## src/rtl/vram_pkg.sv

```systemverilog
// vram_pkg: definitions shared by the VRAM read controller and its sub-modules.
//   - FSM state encoding (plain localparams so older tools can consume it)
//   - AXI burst-type and response constants
//   - geometry helpers: bytes per burst and bursts per frame
package vram_pkg;

  localparam logic [1:0] ST_IDLE  = 2'd0;
  localparam logic [1:0] ST_RUN   = 2'd1;
  localparam logic [1:0] ST_DRAIN = 2'd2;

  localparam logic [1:0] BURST_INCR = 2'b01;
  localparam logic [1:0] RESP_OKAY  = 2'b00;

  // Bytes moved by one read burst of burst_len beats, each data_w bits wide.
  function automatic int burst_bytes(input int burst_len, input int data_w);
    return burst_len * data_w / 8;
  endfunction

  // Number of bursts needed to fetch one whole frame.
  function automatic int burst_count(input int h_pix, input int v_pix, input int pix_bytes,
                                     input int burst_len, input int data_w);
    return (h_pix * v_pix * pix_bytes) / burst_bytes(burst_len, data_w);
  endfunction

endpackage

```

## src/rtl/vram_rd_ctrl_if.sv

```systemverilog
// vram_rd_ctrl_if: AXI read-address and read-data channel bundle.
//   AR: ARADDR, ARLEN, ARSIZE, ARBURST, ARVALID (master out), ARREADY (master in)
//   R : RVALID, RLAST, RRESP (master in), RREADY (master out)
// The read data bus itself goes straight to the pixel FIFO and is not carried here.
interface vram_rd_ctrl_if #(
  parameter int ADDR_W = 32
);
  logic [ADDR_W-1:0] ARADDR;
  logic [7:0]        ARLEN;
  logic [2:0]        ARSIZE;
  logic [1:0]        ARBURST;
  logic              ARVALID;
  logic              ARREADY;
  logic              RVALID;
  logic              RLAST;
  logic [1:0]        RRESP;
  logic              RREADY;

  modport master (
    output ARADDR, ARLEN, ARSIZE, ARBURST, ARVALID, RREADY,
    input  ARREADY, RVALID, RLAST, RRESP
  );

  modport slave (
    input  ARADDR, ARLEN, ARSIZE, ARBURST, ARVALID, RREADY,
    output ARREADY, RVALID, RLAST, RRESP
  );
endinterface

```

## src/rtl/vram_rd_ctrl_sync_edge.sv

```systemverilog
// sync_edge: three-flop synchroniser for an asynchronous level, followed by a
// rising-edge detector on the two oldest flops.
//   clk      : destination clock
//   rst_n    : asynchronous active-low reset, clears the whole chain
//   async_in : level from another clock domain
//   pulse    : one-cycle pulse when a 0->1 transition has been synchronised
module sync_edge (
  input  logic clk,
  input  logic rst_n,
  input  logic async_in,
  output logic pulse
);

  logic [2:0] sync_q;

  // Shift the input through the chain; bit 0 may go metastable, bits 1/2 are safe.
  always_ff @(posedge clk or negedge rst_n) begin
    if (!rst_n) begin
      sync_q <= '0;
    end else begin
      sync_q <= {sync_q[1:0], async_in};
    end
  end

  assign pulse = sync_q[1] & ~sync_q[2];

endmodule

```

## src/rtl/vram_rd_ctrl.sv

```systemverilog
// vram_rd_ctrl: fetches one display frame from VRAM as a sequence of fixed-length
// AXI INCR read bursts, throttled by the pixel FIFO and an outstanding-burst limit.
//   ACLK, ARESETN : clock, asynchronous active-low reset
//   axi           : AXI AR/R master port
//   AXISTART      : asynchronous frame-start request (rising edge starts a frame)
//   DISPON        : display enable; dropping it mid-frame aborts the fetch
//   DISPADDR      : burst-aligned frame base address, captured at frame start
//   FIFOREADY     : pixel FIFO can take one more burst
//   BUSY          : controller is not idle
//   FRAMEDONE     : one-cycle pulse when a complete frame has been fetched
//   RERR          : sticky, set by any error response, cleared at frame start
module vram_rd_ctrl
  import vram_pkg::*;
#(
  parameter int ADDR_W    = 32,
  parameter int DATA_W    = 64,
  parameter int BURST_LEN = 16,
  parameter int H_PIX     = 640,
  parameter int V_PIX     = 480,
  parameter int PIX_BYTES = 4,
  parameter int MAX_OUTST = 2
) (
  input  logic              ACLK,
  input  logic              ARESETN,
  vram_rd_ctrl_if.master    axi,
  input  logic              AXISTART,
  input  logic              DISPON,
  input  logic [ADDR_W-1:0] DISPADDR,
  input  logic              FIFOREADY,
  output logic              BUSY,
  output logic              FRAMEDONE,
  output logic              RERR
);

  localparam int BURST_BYTES = burst_bytes(BURST_LEN, DATA_W);
  localparam int NUM_BURSTS  = burst_count(H_PIX, V_PIX, PIX_BYTES, BURST_LEN, DATA_W);
  localparam int CNT_W       = $clog2(NUM_BURSTS) + 1;
  localparam int OUT_W       = $clog2(MAX_OUTST + 1);
  localparam int SIZE        = $clog2(DATA_W / 8);

  logic [1:0]        state;
  logic              arvalid;
  logic [ADDR_W-1:0] araddr;
  logic [ADDR_W-1:0] base_q;
  logic [CNT_W-1:0]  burst_idx;
  logic [OUT_W-1:0]  outst;
  logic              framedone;
  logic              rerr;

  logic start_edge;
  logic ar_hs;
  logic r_last_hs;
  logic beat_err;
  logic can_issue;
  logic last_issue;

  sync_edge u_sync (
    .clk      (ACLK),
    .rst_n    (ARESETN),
    .async_in (AXISTART),
    .pulse    (start_edge)
  );

  assign ar_hs      = arvalid & axi.ARREADY;
  assign r_last_hs  = axi.RVALID & axi.RREADY & axi.RLAST;
  assign beat_err   = axi.RVALID & axi.RREADY & (axi.RRESP != RESP_OKAY);
  assign last_issue = ar_hs & (burst_idx == CNT_W'(NUM_BURSTS - 1));

  // A new request is only raised from an idle AR channel, so a pending request
  // is never retracted or modified by FIFOREADY/DISPON changes.
  assign can_issue = !arvalid && DISPON && FIFOREADY &&
                     (burst_idx < CNT_W'(NUM_BURSTS)) &&
                     (outst < OUT_W'(MAX_OUTST));

  // Frame sequencing, AR request generation and burst bookkeeping.
  always_ff @(posedge ACLK or negedge ARESETN) begin
    if (!ARESETN) begin
      state     <= ST_IDLE;
      arvalid   <= 1'b0;
      araddr    <= '0;
      base_q    <= '0;
      burst_idx <= '0;
      outst     <= '0;
      framedone <= 1'b0;
      rerr      <= 1'b0;
    end else begin
      framedone <= 1'b0;

      // A burst issued and another completed in the same cycle cancel out.
      if (ar_hs && !r_last_hs) begin
        outst <= outst + OUT_W'(1);
      end else if (!ar_hs && r_last_hs) begin
        outst <= outst - OUT_W'(1);
      end

      if (ar_hs) begin
        arvalid   <= 1'b0;
        burst_idx <= burst_idx + CNT_W'(1);
      end

      if (beat_err) begin
        rerr <= 1'b1;
      end

      case (state)
        ST_IDLE: begin
          if (start_edge && DISPON) begin
            state     <= ST_RUN;
            base_q    <= DISPADDR;
            burst_idx <= '0;
            rerr      <= 1'b0;
          end
        end
        ST_RUN: begin
          if (can_issue) begin
            arvalid <= 1'b1;
            araddr  <= base_q + ADDR_W'(burst_idx) * ADDR_W'(BURST_BYTES);
          end
          if (!DISPON || last_issue) begin
            state <= ST_DRAIN;
          end
        end
        ST_DRAIN: begin
          // Wait for any still-pending request and all returning data.
          if (outst == '0 && !arvalid) begin
            state     <= ST_IDLE;
            framedone <= (burst_idx == CNT_W'(NUM_BURSTS));
          end
        end
        default: state <= ST_IDLE;
      endcase
    end
  end

  assign axi.ARADDR  = araddr;
  assign axi.ARVALID = arvalid;
  assign axi.ARLEN   = 8'(BURST_LEN - 1);
  assign axi.ARSIZE  = 3'(SIZE);
  assign axi.ARBURST = BURST_INCR;
  assign axi.RREADY  = 1'b1;

  assign BUSY      = (state != ST_IDLE);
  assign FRAMEDONE = framedone;
  assign RERR      = rerr;

endmodule

```

## src/flat_wrapper.sv

```systemverilog
// flat-port wrapper written by rule: the top's interface ports become plain ports
module vram_rd_ctrl_flat import vram_pkg::*;
#(
  parameter int ADDR_W    = 32,
  parameter int DATA_W    = 64,
  parameter int BURST_LEN = 16,
  parameter int H_PIX     = 640,
  parameter int V_PIX     = 480,
  parameter int PIX_BYTES = 4,
  parameter int MAX_OUTST = 2
)
  (ACLK, ARESETN, AXISTART, DISPON, DISPADDR, FIFOREADY, BUSY, FRAMEDONE, RERR, axi_ARADDR, axi_ARLEN, axi_ARSIZE, axi_ARBURST, axi_ARVALID, axi_RREADY, axi_ARREADY, axi_RVALID, axi_RLAST, axi_RRESP);
  vram_rd_ctrl_if #(.ADDR_W(ADDR_W)) axi_i ();
  input  logic ACLK;
  input  logic ARESETN;
  input  logic AXISTART;
  input  logic DISPON;
  input  logic [ADDR_W-1:0] DISPADDR;
  input  logic FIFOREADY;
  output logic BUSY;
  output logic FRAMEDONE;
  output logic RERR;
  output wire logic [$bits(axi_i.ARADDR)-1:0] axi_ARADDR;
  output wire logic [$bits(axi_i.ARLEN)-1:0] axi_ARLEN;
  output wire logic [$bits(axi_i.ARSIZE)-1:0] axi_ARSIZE;
  output wire logic [$bits(axi_i.ARBURST)-1:0] axi_ARBURST;
  output wire logic [$bits(axi_i.ARVALID)-1:0] axi_ARVALID;
  output wire logic [$bits(axi_i.RREADY)-1:0] axi_RREADY;
  input wire logic [$bits(axi_i.ARREADY)-1:0] axi_ARREADY;
  input wire logic [$bits(axi_i.RVALID)-1:0] axi_RVALID;
  input wire logic [$bits(axi_i.RLAST)-1:0] axi_RLAST;
  input wire logic [$bits(axi_i.RRESP)-1:0] axi_RRESP;
  assign axi_ARADDR = axi_i.ARADDR;
  assign axi_ARLEN = axi_i.ARLEN;
  assign axi_ARSIZE = axi_i.ARSIZE;
  assign axi_ARBURST = axi_i.ARBURST;
  assign axi_ARVALID = axi_i.ARVALID;
  assign axi_RREADY = axi_i.RREADY;
  assign axi_i.ARREADY = axi_ARREADY;
  assign axi_i.RVALID = axi_RVALID;
  assign axi_i.RLAST = axi_RLAST;
  assign axi_i.RRESP = axi_RRESP;
  vram_rd_ctrl #(.ADDR_W(ADDR_W), .DATA_W(DATA_W), .BURST_LEN(BURST_LEN), .H_PIX(H_PIX), .V_PIX(V_PIX), .PIX_BYTES(PIX_BYTES), .MAX_OUTST(MAX_OUTST)) u_core (.ACLK(ACLK), .ARESETN(ARESETN), .axi(axi_i), .AXISTART(AXISTART), .DISPON(DISPON), .DISPADDR(DISPADDR), .FIFOREADY(FIFOREADY), .BUSY(BUSY), .FRAMEDONE(FRAMEDONE), .RERR(RERR));
endmodule
```

## config.mk

```make
export PLATFORM = sky130hd
export DESIGN_NAME = vram_rd_ctrl_flat
export DESIGN_NICKNAME = d
export VERILOG_FILES = /design/src/rtl/vram_pkg.sv /design/src/rtl/vram_rd_ctrl_if.sv /design/src/rtl/vram_rd_ctrl_sync_edge.sv /design/src/rtl/vram_rd_ctrl.sv /design/src/flat_wrapper.sv
export SDC_FILE = /design/constraint.sdc
export NUM_CORES = 1
export LEC_CHECK = 0
export ABC_AREA = 1
export CORE_ASPECT_RATIO = 1.2
export CORE_MARGIN = 3
export CORE_UTILIZATION = 55
export CTS_BUF_LIST = sky130_fd_sc_hd__clkbuf_8
export DETAILED_ROUTE_END_ITERATION = 7
export GPL_TIMING_DRIVEN = 0
export PLACE_DENSITY_LB_ADDON = 0.3
export SLEW_MARGIN = 0
export SYNTH_ARGS = -nofsm -noshare
export SYNTH_HDL_FRONTEND = slang
export SYNTH_HIERARCHICAL = 1
export SYNTH_SLANG_ARGS = --single-unit
```

## constraint.sdc

```tcl
create_clock -name ACLK -period 2.01 [get_ports ACLK]
set_input_delay 0.402 -clock ACLK [delete_from_list [all_inputs] [get_ports ACLK]]
set_output_delay 0.402 -clock ACLK [all_outputs]
set_load 0.02 [all_outputs]
```

==> flow_summary_export.csv <==
group,metric,value,unit
clock_tree,clk_path_buf_depth,2,
setup_path,cp_common_cell,"nand2_1",
finish,layout-drive-gt1-share,0.1066,
setup_path,path_cells,"clkdlybuf4s50_1 > nand2_1 > nor2_1 > inv_1 > clkbuf_1 > nand2_1 > nand2_1",
job,cap_violations,0,
timing,rsz0062_at_grt,"yes",
placement,port_buffers,77,
power,peakVddDrop,0.5727,mV
setup_path,cpPeakStageDelay,530,ps
global_route,grt_pass1_wl,22940,µm
yosys,syn-cell-area,5256,µm²
setup_path,crit_start,"DISPON",
yosys,synth_top_area_share,0.4237,
yosys,synth_cell_type_count,30,
finish,fillerInstances,753,
timing,hold_viol_final,0,
clock_tree,cts_buffers,9,
finish,area_growth,26.95,%
finish,n_antenna_cell,0,
setup_path,cp-end-kind,"flop",
die,core,9176,µm²
die,initial_core_util,0.5728,
setup_path,r2r-end,"u_core/axi.ARADDR[27]",
yosys,syn_avg_cell_area,7.065,µm²
die,die_x,95.24,µm
setup_path,critPathMaxFanout,10,
setup_path,reg2reg_slack,110,ps
placement,detailed_place_hpwl,10690,µm
finish,final_util,0.7272,
drt,drcViolationCount,0,
yosys,synth-async-reset-ratio,1.000,
timing,slew_violations,0,
yosys,syn_inst,744,
global_route,grt_use_total,0.2758,
power,p_per_area,942.0,nW/µm²
timing,max_freq,517.7,MHz
setup_path,cp.required,2280,ps
clock_tree,cts_tree,"done",
global_route,grt.overflow.total,0,
yosys,ys_seq_area_frac,0.4237,
yosys,synth_edf_count,0,
timing,slew-limit-headroom,0.6034,
setup_path,crit_buf_inv,3,
finish,final_cell_mix,"nand2_1, inv_1, dfrtp_1, clkdlybuf4s50_1, nor2_1",
setup_path,criticalPathCategory,"in2reg",
drt,vias,5075,
clock_tree,root_buffer,"clkbuf_8",
setup_path,endpoint,"u_core/base_q[21]",
yosys,synth_seq_cells,89,
placement,numPlacedInstances,954,
global_route,grt_max_degree,58,
clock_tree,h-tree-depth,3,
setup_path,crit_cells,7,
setup_path,timing.rr.start,"u_core/burst_idx[6]",
setup_path,reg2regPathDepth,12,
finish,nets,910,
drt,wl_per_cell,14.69,µm
clock_tree,clk_pin_slew,90,ps
die,die_y,113.1,µm
setup_path,startpoint_type,"input port",
die,die-area,10770,µm²
setup_path,arrival,2200,ps
global_route,antenna_found_initial,0,
timing,period_share,0.9611,
finish,instances_no_fill,974,
placement,gp_congestion,0.9613,
timing,worstMarginPinSlew,592.7,ps
drt,dr.pass1.iters,7,
global_route,grt_pass1_vias,4838,
timing,skew,9.506,ps
setup_path,crit_slowest_cell,"clkdlybuf4s50_1",
yosys,yosysTopAreaCell,"dfrtp_1",
drt,ant_nets,0,
setup_path,path_delay_family,"buffers and inverters",
drt,via_per_inst,5.210,
yosys,synth_ff_type,"dfrtp_1",
yosys,yosysWarnings,6,
die,rows,38,
clock_tree,clk_latency,380,ps
power,power_leakage,0.003445,µW
drt,drt_wl_total,14310,µm
yosys,synth.area.top_cells,"dfrtp_1, nand2_1, inv_1",
finish,final_common_cell,"nand2_1",
die,io_pins,92,
timing,fin_crit,1932,ps
clock_tree,cts.sinks,89,
drt,drt_iter0_markers,394,
worst_hold_path,min_path_type,"reg2reg",
run_status,status,"complete, no violations",
timing,final-setup-viol-count,0,
-- where the power goes --
part	switching, µW	internal (µW)
registers	379	2270
logic	1300	1060
clock network	688	587
total	2360	3920
-- flip-flops by register name, indices dropped and copies added (netlist names) --
name / cells
u_core/axi.ARADDR: 32
u_core/base_q: 32
u_core/axi.ARVALID: 1
u_core/FRAMEDONE: 1
u_core/RERR: 1
u_core/outst: 2
u_core/state: 2
u_core/u_sync/sync_q: 3
u_core/burst_idx: 15
-- area by class of cell --
cell class	count	area, µm²	share of cell area
plain buffers	27	185.2	0.02775
flip-flops and latches	89	2230	0.3341
multi-input cells	536	2684	0.4022
clock inverters	7	78.83	0.01181
repair buffers	82	830.8	0.1245
inverters	104	390.4	0.05850
well taps	120	150.1	0.02250
clock buffers	9	123.9	0.01856
-- timing repair --
action                                 4_1_cts  5_1_grt
setup endpoints to repair                    3       17
endpoints found under the hold margin       32        0
hold buffers                                 1        0
buffers inserted                             2        1
resized for setup                            6       33
pin swaps                                    3        4
-- logic make-up (layout without fill, tap and decap cells) --
family | count (synthesis) | count (layout) | share of synthesized area
and+or+nand+nor | 435 | 435 | 0.3397
buffers and inverters | 131 | 229 | 0.1095
DFF | 89 | 89 | 0.4237
AOI/OAI and AO/OA | 50 | 50 | 0.04904
adders and majority gates | 19 | 19 | 0.04666
xor gates and xnor gates | 18 | 18 | 0.02999
other | 2 | 14 | 0.001429
-- worst min-delay path by stage --
stage	end	start	slack, ps	cells after the start
6_report	u_core/u_sync/sync_q[1]	u_core/u_sync/sync_q[0]	380	0
5_1_grt	u_core/u_sync/sync_q[1]	u_core/u_sync/sync_q[0]	400	0
4_1_cts	u_core/u_sync/sync_q[1]	u_core/u_sync/sync_q[0]	380	0
3_5_place_dp	u_core/u_sync/sync_q[1]	u_core/u_sync/sync_q[0]	350	0
3_3_place_gp	u_core/u_sync/sync_q[1]	u_core/u_sync/sync_q[0]	350	0
2_1_floorplan	u_core/FRAMEDONE	ARESETN	110	0
-- metal layers --
metal	track usage	part of all wire	vias to the layer above
li1	-	-	2463
met1	0.3313	0.39	2399
met2	0.4914	0.54	182
met3	0.03324	0.053	31
met4	0.1136	0.026	0
met5	0	0	-
-- metrics by stage --
| step | setup WS [ps] | hold WS (ps) | power [µW] | cell area [µm²] | setup TNS (ps) |
|---|---|---|---|---|---|
| after floorplan | 168.2 | 106.4 | 3842 | 5301 | 0 |
| after global placement | -2535 | 345.7 | 4765 | 6222 | -228990 |
| after detailed placement | -229.4 | 355.0 | 4862 | 6247 | -6330 |
| after CTS | 0.6499 | 384.3 | 6187 | 6497 | 0 |
| after global routing | -36.83 | 402.7 | 6689 | 6673 | -62.92 |
| final | 78.23 | 377.0 | 6286 | 6673 | 0 |
-- synth_stat cells, types with 2 or more instances --
cell / n
nor2_2: 2
nor3_1: 6
dfrtp_1: 89
o21ai_0: 29
clkbuf_1: 3
inv_2: 3
and3_1: 2
nor2_4: 3
ha_1: 18
conb_1: 2
buf_6: 3
buf_2: 7
buf_4: 14
nor4_1: 2
xor2_1: 10
a21oi_1: 18
nor2_1: 58
nand4_1: 8
nand3_1: 45
nand2_1: 302
inv_1: 101
nand2_2: 4
xnor2_1: 8
Power figures use the tool's default switching activity.
